## config.mk

```make
export PLATFORM = sky130hd
export DESIGN_NAME = bp_be_mmu_cmd_tracker_flat
export DESIGN_NICKNAME = d
export VERILOG_FILES = /design/src/rtl/bp_be_mmu_cmd_tracker_pkg.sv /design/src/rtl/bp_be_mmu_cmd_tracker_if.sv /design/src/rtl/bp_be_mmu_cmd_tracker_mem.sv /design/src/rtl/bp_be_mmu_cmd_tracker.sv /design/src/flat_wrapper.sv
export SDC_FILE = /design/constraint.sdc
export NUM_CORES = 1
export LEC_CHECK = 0
export ABC_AREA = 1
export CORE_MARGIN = 1.5
export CORE_UTILIZATION = 45
export DETAILED_ROUTE_END_ITERATION = 7
export GPL_ROUTABILITY_DRIVEN = 1
export PLACE_DENSITY = 0.71
export SLEW_MARGIN = 20
export SYNTH_ARGS = -nofsm -noshare
export SYNTH_HDL_FRONTEND = slang
export SYNTH_SLANG_ARGS = --single-unit
```

## constraint.sdc

```tcl
create_clock -name clk_i -period 4.55 [get_ports clk_i]
set_clock_uncertainty 0.15 [all_clocks]
set_input_delay 0.91 -clock clk_i [delete_from_list [all_inputs] [get_ports clk_i]]
set_output_delay 0.91 -clock clk_i [all_outputs]
set_load 0.005 [all_outputs]
```

## src/rtl/bp_be_mmu_cmd_tracker_pkg.sv

```systemverilog
// Shared types for the BE-to-MMU in-order command tracker: command and response
// payloads, the logical tracker entry, and default widths.
package bp_be_mmu_cmd_tracker_pkg;

    localparam int rv64_eaddr_width_gp      = 64;
    localparam int rv64_reg_data_width_gp   = 64;
    localparam int bp_be_itag_width_gp      = 8;
    localparam int bp_be_mmu_tracker_els_gp = 4;

    typedef enum logic [3:0] {
        e_op_lb, e_op_lh, e_op_lw, e_op_ld, e_op_lbu, e_op_lhu, e_op_lwu,
        e_op_sb, e_op_sh, e_op_sw, e_op_sd
    } bp_be_fu_op_e;

    typedef struct packed {
        bp_be_fu_op_e                      fu_op;
        logic [rv64_eaddr_width_gp-1:0]    vaddr;
        logic [rv64_reg_data_width_gp-1:0] data;
    } bp_be_mmu_cmd_s;

    typedef struct packed {
        logic misaligned;
        logic access_fault;
        logic page_fault;
    } bp_be_mmu_exc_s;

    typedef struct packed {
        logic [rv64_reg_data_width_gp-1:0] data;
        bp_be_mmu_exc_s                    exc;
    } bp_be_mmu_resp_s;

    // Logical view of one slot; the tracker splits it across a 1r1w payload memory and flop arrays.
    typedef struct packed {
        bp_be_mmu_cmd_s                   cmd;
        logic [bp_be_itag_width_gp-1:0]   itag;
        logic                             poison;
    } bp_be_mmu_tracker_entry_s;

    localparam int bp_be_mmu_cmd_width           = $bits(bp_be_mmu_cmd_s);
    localparam int bp_be_mmu_resp_width          = $bits(bp_be_mmu_resp_s);
    localparam int bp_be_mmu_tracker_entry_width = $bits(bp_be_mmu_tracker_entry_s);

endpackage

```

## src/rtl/bp_be_mmu_cmd_tracker_if.sv

```systemverilog
// Pipeline-side and MMU-side signals of the command tracker, bundled as one interface.
interface bp_be_mmu_cmd_tracker_if
    import bp_be_mmu_cmd_tracker_pkg::*;
#(
    parameter int itag_width_p = bp_be_itag_width_gp
) ();

    logic                    cmd_v_i;
    bp_be_mmu_cmd_s          cmd_i;
    logic [itag_width_p-1:0] cmd_itag_i;
    logic                    cmd_ready_o;

    logic                    mmu_cmd_v_o;
    bp_be_mmu_cmd_s          mmu_cmd_o;
    logic                    mmu_cmd_ready_i;

    logic                    mmu_resp_v_i;
    bp_be_mmu_resp_s         mmu_resp_i;
    logic                    mmu_resp_ready_o;

    logic                    resp_v_o;
    bp_be_mmu_resp_s         resp_o;
    logic [itag_width_p-1:0] resp_itag_o;
    logic                    resp_ready_i;

    logic                    flush_i;
    logic                    empty_o;

    modport slave (
        input  cmd_v_i, cmd_i, cmd_itag_i, mmu_cmd_ready_i, mmu_resp_v_i, mmu_resp_i,
               resp_ready_i, flush_i,
        output cmd_ready_o, mmu_cmd_v_o, mmu_cmd_o, mmu_resp_ready_o, resp_v_o, resp_o,
               resp_itag_o, empty_o
    );

    modport master (
        output cmd_v_i, cmd_i, cmd_itag_i, mmu_cmd_ready_i, mmu_resp_v_i, mmu_resp_i,
               resp_ready_i, flush_i,
        input  cmd_ready_o, mmu_cmd_v_o, mmu_cmd_o, mmu_resp_ready_o, resp_v_o, resp_o,
               resp_itag_o, empty_o
    );

endinterface

```

## src/rtl/bp_be_mmu_cmd_tracker_mem.sv

```systemverilog
// 1-write/1-read register-file storage for command payloads (bsg_mem_1r1w role):
// synchronous write, asynchronous read.
module bp_be_mmu_cmd_tracker_mem #(
    parameter int els_p   = 4,
    parameter int width_p = 8
) (
    input  logic                     clk_i,
    input  logic                     w_v_i,
    input  logic [$clog2(els_p)-1:0] w_addr_i,
    input  logic [width_p-1:0]       w_data_i,
    input  logic [$clog2(els_p)-1:0] r_addr_i,
    output logic [width_p-1:0]       r_data_o
);

    logic [width_p-1:0] mem_r [els_p];

    // NOTE: storage is deliberately not reset; slot validity lives only in the tracker pointers.
    always_ff @(posedge clk_i) begin
        if (w_v_i) mem_r[w_addr_i] <= w_data_i;
    end

    assign r_data_o = mem_r[r_addr_i];

endmodule

```

## src/rtl/bp_be_mmu_cmd_tracker.sv

```systemverilog
// In-order MMU command tracker: alloc/issue/retire pointers over a circular buffer,
// itag pairing of in-order responses, and flush by poisoning issued slots.
module bp_be_mmu_cmd_tracker
    import bp_be_mmu_cmd_tracker_pkg::*;
#(
    parameter int els_p        = bp_be_mmu_tracker_els_gp,
    parameter int itag_width_p = bp_be_itag_width_gp
) (
    input  logic                   clk_i,
    input  logic                   reset_i,
    bp_be_mmu_cmd_tracker_if.slave io
);

    localparam int idx_w = $clog2(els_p);
    localparam int ptr_w = idx_w + 1;

    typedef logic [ptr_w-1:0] ptr_t;
    typedef logic [idx_w-1:0] idx_t;

    ptr_t wptr_r, iptr_r, rptr_r;
    ptr_t wptr_n, iptr_n, rptr_n;
    ptr_t live_n;
    idx_t widx, iidx, ridx;

    logic [itag_width_p-1:0]        itag_r [els_p];
    logic [els_p-1:0]               poison_r, poison_n;
    logic [bp_be_mmu_cmd_width-1:0] mmu_cmd_raw;

    logic full, enq, issue_v, issue, retire_v, retire;

    assign widx = wptr_r[idx_w-1:0];
    assign iidx = iptr_r[idx_w-1:0];
    assign ridx = rptr_r[idx_w-1:0];

    assign full           = (wptr_r - rptr_r) == ptr_t'(els_p);
    assign io.cmd_ready_o = ~full & ~reset_i;
    assign enq            = io.cmd_v_i & io.cmd_ready_o & ~io.flush_i;

    assign issue_v        = iptr_r != wptr_r;
    assign issue          = issue_v & io.mmu_cmd_ready_i;
    assign io.mmu_cmd_v_o = issue_v;
    assign io.mmu_cmd_o   = bp_be_mmu_cmd_s'(mmu_cmd_raw);

    bp_be_mmu_cmd_tracker_mem #(
        .els_p  (els_p),
        .width_p(bp_be_mmu_cmd_width)
    ) cmd_mem (
        .clk_i   (clk_i),
        .w_v_i   (enq),
        .w_addr_i(widx),
        .w_data_i(io.cmd_i),
        .r_addr_i(iidx),
        .r_data_o(mmu_cmd_raw)
    );

    assign retire_v = rptr_r != iptr_r;

    always_comb begin
        // NOTE: every output gets a default first, so no branch can leave one unassigned (no latch).
        io.resp_v_o         = 1'b0;
        io.mmu_resp_ready_o = 1'b0;
        if (retire_v) begin
            if (poison_r[ridx]) begin
                io.mmu_resp_ready_o = 1'b1;
            end else begin
                io.resp_v_o         = io.mmu_resp_v_i;
                io.mmu_resp_ready_o = io.resp_ready_i;
            end
        end
    end

    assign io.resp_o      = io.mmu_resp_i;
    assign io.resp_itag_o = itag_r[ridx];
    assign retire         = io.mmu_resp_v_i & io.mmu_resp_ready_o;
    assign io.empty_o     = wptr_r == rptr_r;

    // Flush rewinds alloc to the post-issue pointer, so same-cycle issues survive as poisoned slots.
    assign iptr_n = iptr_r + ptr_t'(issue);
    assign rptr_n = rptr_r + ptr_t'(retire);
    assign wptr_n = io.flush_i ? iptr_n : wptr_r + ptr_t'(enq);
    assign live_n = iptr_n - rptr_n;

    always_comb begin
        poison_n = poison_r;
        if (enq) poison_n[widx] = 1'b0;
        for (int i = 0; i < els_p; i++) begin
            idx_t off;
            off = idx_t'(i) - rptr_n[idx_w-1:0];
            if (io.flush_i && (ptr_t'(off) < live_n)) poison_n[i] = 1'b1;
        end
    end

    always_ff @(posedge clk_i) begin
        // NOTE: sequential state uses non-blocking assignments so all flops update from pre-edge values.
        if (reset_i) begin
            wptr_r   <= '0;
            iptr_r   <= '0;
            rptr_r   <= '0;
            poison_r <= '0;
        end else begin
            wptr_r   <= wptr_n;
            iptr_r   <= iptr_n;
            rptr_r   <= rptr_n;
            poison_r <= poison_n;
        end
    end

    always_ff @(posedge clk_i) begin
        if (enq) itag_r[widx] <= io.cmd_itag_i;
    end

    // The MMU must never answer more commands than it has been issued.
    resp_in_order: assert property (@(posedge clk_i) disable iff (reset_i)
        io.mmu_resp_v_i |-> retire_v);

endmodule

```

## src/flat_wrapper.sv

```systemverilog
// flat-port wrapper written by rule: the top's interface ports become plain ports
module bp_be_mmu_cmd_tracker_flat import bp_be_mmu_cmd_tracker_pkg::*;
#(
    parameter int els_p        = bp_be_mmu_tracker_els_gp,
    parameter int itag_width_p = bp_be_itag_width_gp
)
  (clk_i, reset_i, io_cmd_v_i, io_cmd_i, io_cmd_itag_i, io_mmu_cmd_ready_i, io_mmu_resp_v_i, io_mmu_resp_i, io_resp_ready_i, io_flush_i, io_cmd_ready_o, io_mmu_cmd_v_o, io_mmu_cmd_o, io_mmu_resp_ready_o, io_resp_v_o, io_resp_o, io_resp_itag_o, io_empty_o);
  bp_be_mmu_cmd_tracker_if #(.itag_width_p(itag_width_p)) io_i ();
  input  logic clk_i;
  input  logic reset_i;
  input wire logic [$bits(io_i.cmd_v_i)-1:0] io_cmd_v_i;
  input wire logic [$bits(io_i.cmd_i)-1:0] io_cmd_i;
  input wire logic [$bits(io_i.cmd_itag_i)-1:0] io_cmd_itag_i;
  input wire logic [$bits(io_i.mmu_cmd_ready_i)-1:0] io_mmu_cmd_ready_i;
  input wire logic [$bits(io_i.mmu_resp_v_i)-1:0] io_mmu_resp_v_i;
  input wire logic [$bits(io_i.mmu_resp_i)-1:0] io_mmu_resp_i;
  input wire logic [$bits(io_i.resp_ready_i)-1:0] io_resp_ready_i;
  input wire logic [$bits(io_i.flush_i)-1:0] io_flush_i;
  output wire logic [$bits(io_i.cmd_ready_o)-1:0] io_cmd_ready_o;
  output wire logic [$bits(io_i.mmu_cmd_v_o)-1:0] io_mmu_cmd_v_o;
  output wire logic [$bits(io_i.mmu_cmd_o)-1:0] io_mmu_cmd_o;
  output wire logic [$bits(io_i.mmu_resp_ready_o)-1:0] io_mmu_resp_ready_o;
  output wire logic [$bits(io_i.resp_v_o)-1:0] io_resp_v_o;
  output wire logic [$bits(io_i.resp_o)-1:0] io_resp_o;
  output wire logic [$bits(io_i.resp_itag_o)-1:0] io_resp_itag_o;
  output wire logic [$bits(io_i.empty_o)-1:0] io_empty_o;
  assign io_i.cmd_v_i = io_cmd_v_i;
  assign io_i.cmd_i = io_cmd_i;
  assign io_i.cmd_itag_i = io_cmd_itag_i;
  assign io_i.mmu_cmd_ready_i = io_mmu_cmd_ready_i;
  assign io_i.mmu_resp_v_i = io_mmu_resp_v_i;
  assign io_i.mmu_resp_i = io_mmu_resp_i;
  assign io_i.resp_ready_i = io_resp_ready_i;
  assign io_i.flush_i = io_flush_i;
  assign io_cmd_ready_o = io_i.cmd_ready_o;
  assign io_mmu_cmd_v_o = io_i.mmu_cmd_v_o;
  assign io_mmu_cmd_o = io_i.mmu_cmd_o;
  assign io_mmu_resp_ready_o = io_i.mmu_resp_ready_o;
  assign io_resp_v_o = io_i.resp_v_o;
  assign io_resp_o = io_i.resp_o;
  assign io_resp_itag_o = io_i.resp_itag_o;
  assign io_empty_o = io_i.empty_o;
  bp_be_mmu_cmd_tracker #(.els_p(els_p), .itag_width_p(itag_width_p)) u_core (.clk_i(clk_i), .reset_i(reset_i), .io(io_i));
endmodule
```

==> results.json, run 1 <==
{
  "cts_max_level": 2,
  "post_synth_num_cell_types": 25,
  "rsz0062_at_grt": "false",
  "crit_path_end_kind": "output port",
  "setup_viol": 0,
  "synth_top_cell_area_share": 0.761,
  "io_buffers": 291,
  "dp.cells": 2347,
  "maxSlewHeadroom": 0.230,
  "fin_setup_tns_ps": 0,
  "finish.net_count": 2010,
  "remaining_antenna_violation_count_after_routing": 0,
  "drt_pass1_iterations": 7,
  "finalHoldViolations": 0,
  "synthCells": 1567,
  "die_width_um": 225,
  "arrival_ps": 2990,
  "detail_route.vias_per_cell": 5.51,
  "floorplan.core_area_um2": 48600,
  "post_cts_hold_buffer_count": 0,
  "tritoncts": "built",
  "final_cell_count_no_fill": 2454,
  "post_synth_fa_ha_maj_area_fraction": 0.00600,
  "netlist_area_um2": 22100,
  "share_of_the_clock_period_used_by_the_worst_path_after_layout": 0.889,
  "effective_utilization_at_floorplan": 0.454,
  "number_of_buffers_added_by_the_clock_tree_synthesis_step": 59,
  "placement_rows": 81,
  "max-vdd-ir-drop_uv": 379,
  "antenna_found_initial": 5,
  "pre_cts_ws_ps": 922,
  "finalWorstSetupSlack_ps": 503,
  "drt_iter0_drc": 913,
  "critical_path.reg2reg.startpoint": "u_core.rptr_r[0]",
  "post_drt_wl_per_cell_um": 22.3,
  "ioPinCount": 426,
  "cp-start-kind": "flip-flop",
  "grt.total_usage": 0.212,
  "mean_syn_cell_area_um2": 14.1,
  "yosys.area_share.xor_xnor": 0.00357,
  "cts_post_setup_buffers_inserted": 0,
  "layout.filler_cells": 3821,
  "max_freq_ghz": 0.247,
  "report.power.total_mw": 13.4,
  "cts_num_sinks": 573,
  "slew_violations": 0,
  "synth_top_family_by_area": "compound AO/OA/AOI/OAI gates",
  "yosys.area_share.simple": 0.0598,
  "period_needed_ps": 4050,
  "syn_nets": 1791,
  "final.hold.worst_slack_ps": 330,
  "yosys_register_bits": 573,
  "power_density_nw_per_um2": 496,
  "grt_pass1_wl_um": 80200,
  "synth_seq_area_share": 0.773,
  "synth-compound-area-share": 0.107,
  "finalWirelength_um": 54700,
  "cts_root_buf": "clkbuf_16",
  "post-synth-top-area-cell": "edfxtp_1",
  "total_leakage_power_nw": 8.91,
  "cell_types_occupying_the_most_area_after_synthesis": "edfxtp_1, nor2_1, o21ai_0",
  "max-cap-violations": 0,
  "die-area_um2": 50400,
  "cts.clk_slew.worst_paths_ps": 60,
  "criticalPathCategory": "flip-flop to output port",
  "place.gp.congestion": 0.839,
  "worst-endpoint-required_ps": 3490,
  "outcome": "finished, final reports clean",
  "worst_path_fanout_max": 210,
  "overflow": 0,
  "post_cts_resized": 0,
  "yosys_warnings": 0,
  "num_vias": 13517,
  "timing_worst_slew_pin_value_ps": 1160,
  "drt_drc_violations_left": 0,
  "synth.mux.area_fraction": 0,
  "dp_hpwl_um": 32300,
  "clockBufferDepth": 3,
  "area.growth.synth_to_final_pct": 22.2,
  "grt_pass1_vias": 13136,
  "grt_start_max_net_pins": 211,
  "die_h_um": 225,
  "hold_path.startpoint": "u_core.poison_r[1]",
  "insertion_delay_ps": 600,
  "startpoint": "u_core.iptr_r[0]",
  "drive_above_1_share": 0.0623,
  "worstHoldPathType": "flip-flop to flip-flop"
}
metal layers:
layer / global-route usage / share of wire / up-vias
met5: 0.00489 / 0.0015 / -
met4: 0.141 / 0.065 / 10
met3: 0.0707 / 0.085 / 182
met2: 0.336 / 0.47 / 408
met1: 0.245 / 0.38 / 6708
li1: - / - / 6209
logic make-up (layout without fill, tap and decap cells):
kind of cell	count (synthesis)	after routing
XOR/XNOR	9	9
AND/OR/NAND/NOR	347	347
AO/OA/AOI/OAI	438	438
adder cells (fa/ha/maj)	10	10
flip-flops	573	573
other	0	1
buffers and inverters	190	454
report_power, final:
| group | leakage [nW] | internal [mW] | switching (mW) | total [mW] |
|---|---|---|---|---|
| combinational | 2.88 | 1.34 | 1.55 | 2.89 |
| clock | 0.872 | 2.56 | 1.92 | 4.48 |
| sequential | 5.16 | 5.94 | 0.0701 | 6.01 |
cells in the final DEF (no fill, tap or decap), types with 11 or more instances in the layout:
cell / netlist / routed
nor2_1: 298 / 298
clkbuf_16: 0 / 61
buf_4: 71 / 13
nand2_1: 40 / 40
edfxtp_1: 560 / 560
clkdlybuf4s50_1: 0 / 291
o21ai_1: 73 / 73
clkbuf_1: 42 / 18
o21ai_0: 215 / 215
inv_1: 26 / 22
clkinv_1: 1 / 11
o22ai_1: 141 / 141
dfxtp_1: 13 / 11
buf_12: 0 / 14
cells in the mapped netlist:
cell type and number:
ha_1 9, buf_2 34, a21oi_1 7, nand3b_1 1, fa_1 1, nor2_1 298
inv_2 3, a211oi_1 1, buf_6 11, xnor2_1 8, dfxtp_1 13, buf_4 71
nand3_1 4, nand2_1 40, clkinv_1 1, inv_1 26, o22ai_1 141, xor2_1 1
clkbuf_1 42, o21ai_0 215, o21ai_1 73, nand4_1 4, a21o_1 1, clkbuf_2 2
edfxtp_1 560
layout make-up:
cell class                 count  area [um^2]  area share
sequential                   573        17100       0.633
timing repair buffer         318         3290       0.122
inverter                      30          138     0.00510
antenna                        1         2.50   0.0000927
clock inverter                27          203     0.00751
multi-input combinational    804         3910       0.145
tap                          622          778      0.0288
clock buffer                  79         1590      0.0590
sequential cells by signal, indices dropped and copies added (netlist names):
signal                flops
u_core.cmd_mem.mem_r    528
u_core.itag_r            32
u_core.poison_r           4
u_core.iptr_r             3
u_core.rptr_r             3
u_core.wptr_r             3
worst max-delay path: stages, from the launching register on:
cell and delay [ps]:
dfxtp_4 440, buf_12 480, o21ai_0 220, o22ai_1 210, clkdlybuf4s50_1 620
per-stage QoR:
stage               area [um^2]   util
finish                    27000  0.555
global route              27000  0.555
CTS                       27000  0.555
detailed placement        25200  0.518
global placement          25200  0.518
floorplan                 22100      -
final timing paths:
| check | endpoint | slack [ps] | depth (start not counted) |
|---|---|---|---|
| setup / recovery | io_mmu_cmd_o[100] | 500 | 4 |
| hold / removal | u_core.poison_r[1] | 330 | 2 |
| setup reg to reg | u_core.poison_r[0] | 1140 | 13 |
| hold reg to reg | u_core.poison_r[1] | 330 | 2 |
Note: power is estimated with default switching activity, not from simulation.
==> run 2: changes to the inputs <==
--- a/config.mk
+++ b/config.mk
@@ -7,10 +7,11 @@
 export LEC_CHECK = 0
 export ABC_AREA = 1
 export CORE_MARGIN = 1.5
-export CORE_UTILIZATION = 45
+export CORE_UTILIZATION = 40
+export CTS_CLUSTER_DIAMETER = 100
 export DETAILED_ROUTE_END_ITERATION = 7
 export GPL_ROUTABILITY_DRIVEN = 1
-export PLACE_DENSITY = 0.71
+export PLACE_DENSITY = 0.64
 export SLEW_MARGIN = 20
 export SYNTH_ARGS = -nofsm -noshare
 export SYNTH_HDL_FRONTEND = slang
==> results.json, run 2 (synthesis gave the netlist of run 1 again) <==
{
  "outcome": "finished, final reports clean",
  "maxSlewHeadroom": 0.434,
  "drive_above_1_share": 0.0658,
  "post_drt_wl_per_cell_um": 21.3,
  "crit_path_end_kind": "output port",
  "worst-endpoint-required_ps": 3490,
  "biggestRegsByFlops": "u_core.cmd_mem.mem_r: 528 flops, u_core.itag_r: 32 flops, u_core.poison_r: 4 flops",
  "largest_register_ff_count": 528,
  "cts_num_sinks": 573,
  "grt_pass1_wl_um": 80600,
  "remaining_antenna_violation_count_after_routing": 0,
  "share_of_the_clock_period_used_by_the_worst_path_after_layout": 0.873,
  "effective_utilization_at_floorplan": 0.407,
  "ff2ff_setup_slack_ps": 1060,
  "slew_violations": 0,
  "clockBufferDepth": 3,
  "cts_root_buf": "clkbuf_16",
  "drt_iter0_drc": 838,
  "finalHoldViolations": 0,
  "arrival_ps": 2910,
  "grt_pass1_vias": 13168,
  "drt_pass1_iterations": 5,
  "final.hold.worst_slack_ps": 317,
  "grt.total_usage": 0.187,
  "setup_viol": 0,
  "die-area_um2": 56600,
  "critical_path.n_buffers_inverters": 3,
  "finalWirelength_um": 54100,
  "max-vdd-ir-drop_uv": 312,
  "cp-start-kind": "flip-flop",
  "post_cts_resized": 0,
  "critical-path-max-stage-delay_ps": 560,
  "antenna_found_initial": 7,
  "overflow": 0,
  "area.growth.synth_to_final_pct": 23.2,
  "fin_setup_tns_ps": 0,
  "number_of_buffers_added_by_the_clock_tree_synthesis_step": 59,
  "criticalPathCategory": "flip-flop to output port",
  "layout.filler_cells": 4603,
  "io_buffers": 291,
  "placement_rows": 85,
  "insertion_delay_ps": 600,
  "rsz0062_at_grt": "false",
  "num_vias": 13347,
  "place.gp.congestion": 0.789,
  "max_freq_ghz": 0.252,
  "timing_worst_slew_pin_value_ps": 849,
  "drt_drc_violations_left": 0,
  "cp_top_family": "buffers and inverters",
  "tritoncts": "built",
  "worstHoldPathType": "flip-flop to flip-flop",
  "power_density_nw_per_um2": 498,
  "die_h_um": 238,
  "registers.top_by_ff_count": "u_core.cmd_mem.mem_r",
  "cts_post_setup_buffers_inserted": 0,
  "die_width_um": 238,
  "total_leakage_power_nw": 8.97,
  "post_cts_hold_buffer_count": 0,
  "layout_common_cells": "edfxtp_1, nor2_1, clkdlybuf4s50_1",
  "dp_hpwl_um": 32300,
  "ioPinCount": 426,
  "path_cells": "inv_8 > buf_4 > o21ai_0 > o22ai_1 > clkdlybuf4s50_1",
  "finalCoreUtilization": 0.502,
  "period_needed_ps": 3970,
  "mostFrequentLayoutCell": "edfxtp_1",
  "floorplan.core_area_um2": 54200,
  "worst_path_fanout_max": 101,
  "critical_path.slowest_cell": "clkdlybuf4s50_1",
  "max-cap-violations": 0,
  "grt_start_max_net_pins": 163,
  "finish.net_count": 2015,
  "cts_max_level": 2,
  "detail_route.vias_per_cell": 5.26,
  "cts.clk_slew.worst_paths_ps": 60
}
==> run 2: final timing paths <==
| check | cells past startpoint | to | start |
|---|---|---|---|
| worst max-delay path | 5 | io_mmu_cmd_o[32] | u_core.iptr_r[0] |
| worst min-delay path | 2 | u_core.poison_r[2] | u_core.poison_r[2] |
| worst max register to register | 14 | u_core.poison_r[0] | u_core.rptr_r[0] |
| worst min register to register | 2 | u_core.poison_r[2] | u_core.poison_r[2] |
==> run 2: area by class of cell <==
class                      count  area, um^2  area share
antenna                        3        7.51    0.000276
clock buffer                  72        1550      0.0568
clock inverter                37         315      0.0116
inverter                      30         138     0.00506
multi-input combinational    804        3910       0.144
sequential                   573       17100       0.628
tap                          696         871      0.0320
timing repair buffer         323        3340       0.123
==> run 2: tightest hold or removal path, cell delays in order, from the launching register on <==
cell     delay, ps
dfxtp_1        310
nand2_1         60
a21oi_1         50
==> run 2: stage by stage <==
stage                     power, mW  worst slack, ps  std cells  cell area (um^2)
after floorplan                7.55              657       1567             22100
after global placement         9.02              975       2426             25300
after detailed placement       9.06              923       2426             25300
after CTS                      13.7              577       2535             27200
after global routing           14.2              452       2537             27200
final                          13.5              576       2538             27200
==> run 2: layer usage <==
layer	vias to the layer above	wire length, um	track usage
li1	6238	-	-
met1	6549	21100	0.228
met2	396	25700	0.298
met3	156	4360	0.0612
met4	8	2850	0.100
met5	-	56	0
==> run 2: where the power goes <==
group / total (mW) / internal, mW / leakage (nW) / switching, mW
combinational: 2.92 / 1.36 / 2.90 / 1.57
clock: 4.62 / 2.69 / 0.902 / 1.93
sequential: 6.00 / 5.94 / 5.16 / 0.0601
total: 13.5 / 9.98 / 8.97 / 3.56
==> run 3: changes to the inputs <==
--- a/config.mk
+++ b/config.mk
@@ -8,10 +8,10 @@
 export ABC_AREA = 1
 export CORE_MARGIN = 1.5
 export CORE_UTILIZATION = 40
-export CTS_CLUSTER_DIAMETER = 100
+export CTS_CLUSTER_DIAMETER = 200
 export DETAILED_ROUTE_END_ITERATION = 7
 export GPL_ROUTABILITY_DRIVEN = 1
-export PLACE_DENSITY = 0.64
+export PLACE_DENSITY_LB_ADDON = 0.12
 export SLEW_MARGIN = 20
 export SYNTH_ARGS = -nofsm -noshare
 export SYNTH_HDL_FRONTEND = slang
==> results.json, run 3 (synthesis gave the netlist of run 1 again) <==
{
  "antenna_found_initial": 6,
  "drt_drc_violations_left": 0,
  "final_cell_count_no_fill": 2529,
  "report.power.total_mw": 13.7,
  "detail_route.vias_per_cell": 5.21,
  "placement_rows": 85,
  "drt_pass1_iterations": 5,
  "tritoncts": "built",
  "number_of_buffers_added_by_the_clock_tree_synthesis_step": 61,
  "post_cts_resized": 0,
  "finalHoldViolations": 0,
  "grt_pass1_wl_um": 77800,
  "arrival_ps": 2970,
  "maxSlewHeadroom": 0.466,
  "slew_violations": 0,
  "grt_start_max_net_pins": 145,
  "effective_utilization_at_floorplan": 0.407,
  "worstHoldPathType": "flip-flop to flip-flop",
  "cts_root_buf": "clkbuf_16",
  "ioPinCount": 426,
  "criticalPathCategory": "flip-flop to output port",
  "top_layer_used": "met5",
  "max-vdd-ir-drop_uv": 371,
  "mostFrequentLayoutCell": "edfxtp_1",
  "final.hold.worst_slack_ps": 339,
  "power_density_nw_per_um2": 504,
  "drt_iter0_drc": 827,
  "drive_above_1_share": 0.0655,
  "post_drt_wl_per_cell_um": 20.5,
  "cts.clk_slew.worst_paths_ps": 60,
  "drt-met1-wl_um": 22600,
  "total_leakage_power_nw": 8.97,
  "post_cts_hold_buffer_count": 0,
  "clockBufferDepth": 3,
  "place.gp.congestion": 0.778,
  "registers.top_by_ff_count": "u_core.cmd_mem.mem_r",
  "dp_hpwl_um": 29100,
  "area.growth.synth_to_final_pct": 23.2,
  "finish.net_count": 2009,
  "worst-endpoint-required_ps": 3490,
  "biggestRegsByFlops": "u_core.cmd_mem.mem_r: 528 flops, u_core.itag_r: 32 flops, u_core.poison_r: 4 flops",
  "insertion_delay_ps": 610,
  "crit_path_end_kind": "output port",
  "overflow": 0,
  "largest_register_ff_count": 528,
  "cts_max_level": 2,
  "remaining_antenna_violation_count_after_routing": 0,
  "share_of_the_clock_period_used_by_the_worst_path_after_layout": 0.885,
  "cp-start-kind": "flip-flop",
  "period_needed_ps": 4030,
  "finalWirelength_um": 51900,
  "outcome": "finished, final reports clean",
  "cts_post_setup_buffers_inserted": 0,
  "die_width_um": 238,
  "die_h_um": 238,
  "rsz0062_at_grt": "false",
  "worst_path_fanout_max": 132,
  "die-area_um2": 56600,
  "max-cap-violations": 0,
  "grt.total_usage": 0.180,
  "floorplan.core_area_um2": 54200,
  "cts_num_sinks": 573,
  "max_freq_ghz": 0.248,
  "num_vias": 13181,
  "grt_pass1_vias": 12941,
  "setup_viol": 0,
  "io_buffers": 291,
  "layout_common_cells": "edfxtp_1, nor2_1, clkdlybuf4s50_1",
  "fin_setup_tns_ps": 0,
  "detailroute.wirelength.met2_um": 24200,
  "timing_worst_slew_pin_value_ps": 801,
  "routed-wl-met3_um": 3890,
  "dp.cells": 2418,
  "antenna-diode-count": 0
}
[run 3: cell types whose count changed in the layout (fill, tap and decap cells not counted), moves of 2 or more]
cell,delta
diode_2,-3
clkinv_2,+2
clkinv_8,+2
clkbuf_1,-2
bufinv_16,+2
buf_12,-2
clkinv_1,-3
buf_4,-6
[run 3: cell type report]
type	count	area, um^2
clock buffers	71	1560
clock inverters	40	405
fillers	4609	27000
inverters	30	138
multi-input cells	804	3910
flip-flops and latches	573	17100
well taps	696	871
repair buffers	315	3260
[run 3: per-layer routing]
| layer | GRT usage | vias to the layer above |
|---|---|---|
| met5 | 0 | - |
| met4 | 0.0499 | 10 |
| met3 | 0.0546 | 94 |
| met2 | 0.285 | 358 |
| met1 | 0.241 | 6511 |
| li1 | - | 6208 |
[run 3: stage by stage]
step	setup slack (ps)	instance area, um^2	utilization
2_1_floorplan	657	22100	-
3_3_place_gp	905	25300	0.466
3_5_place_dp	844	25300	0.466
4_1_cts	469	27200	0.502
5_1_grt	375	27200	0.502
6_report	524	27200	0.502
[run 3: critical path, cell delays in order (launching register included)]
cell             delay (ps)
dfxtp_4                 540
inv_4                   140
buf_12                  440
o21ai_0                 200
o22ai_1                 230
clkdlybuf4s50_1         550
[run 3: power by group]
group / internal [mW] / switching (mW) / total [mW]
combinational: 1.34 / 1.54 / 2.88
sequential: 5.94 / 0.0735 / 6.01
clock: 2.85 / 1.99 / 4.84
total: 10.1 / 3.61 / 13.7
[run 3: path summary, 6_finish.rpt]
path	start	depth (start not counted)	to	slack [ps]
min	u_core.poison_r[0]	2	u_core.poison_r[0]	340
max reg2reg	u_core.iptr_r[1]	12	u_core.poison_r[0]	1200
min reg2reg	u_core.poison_r[0]	2	u_core.poison_r[0]	340
max	u_core.iptr_r[1]	5	io_mmu_cmd_o[76]	520
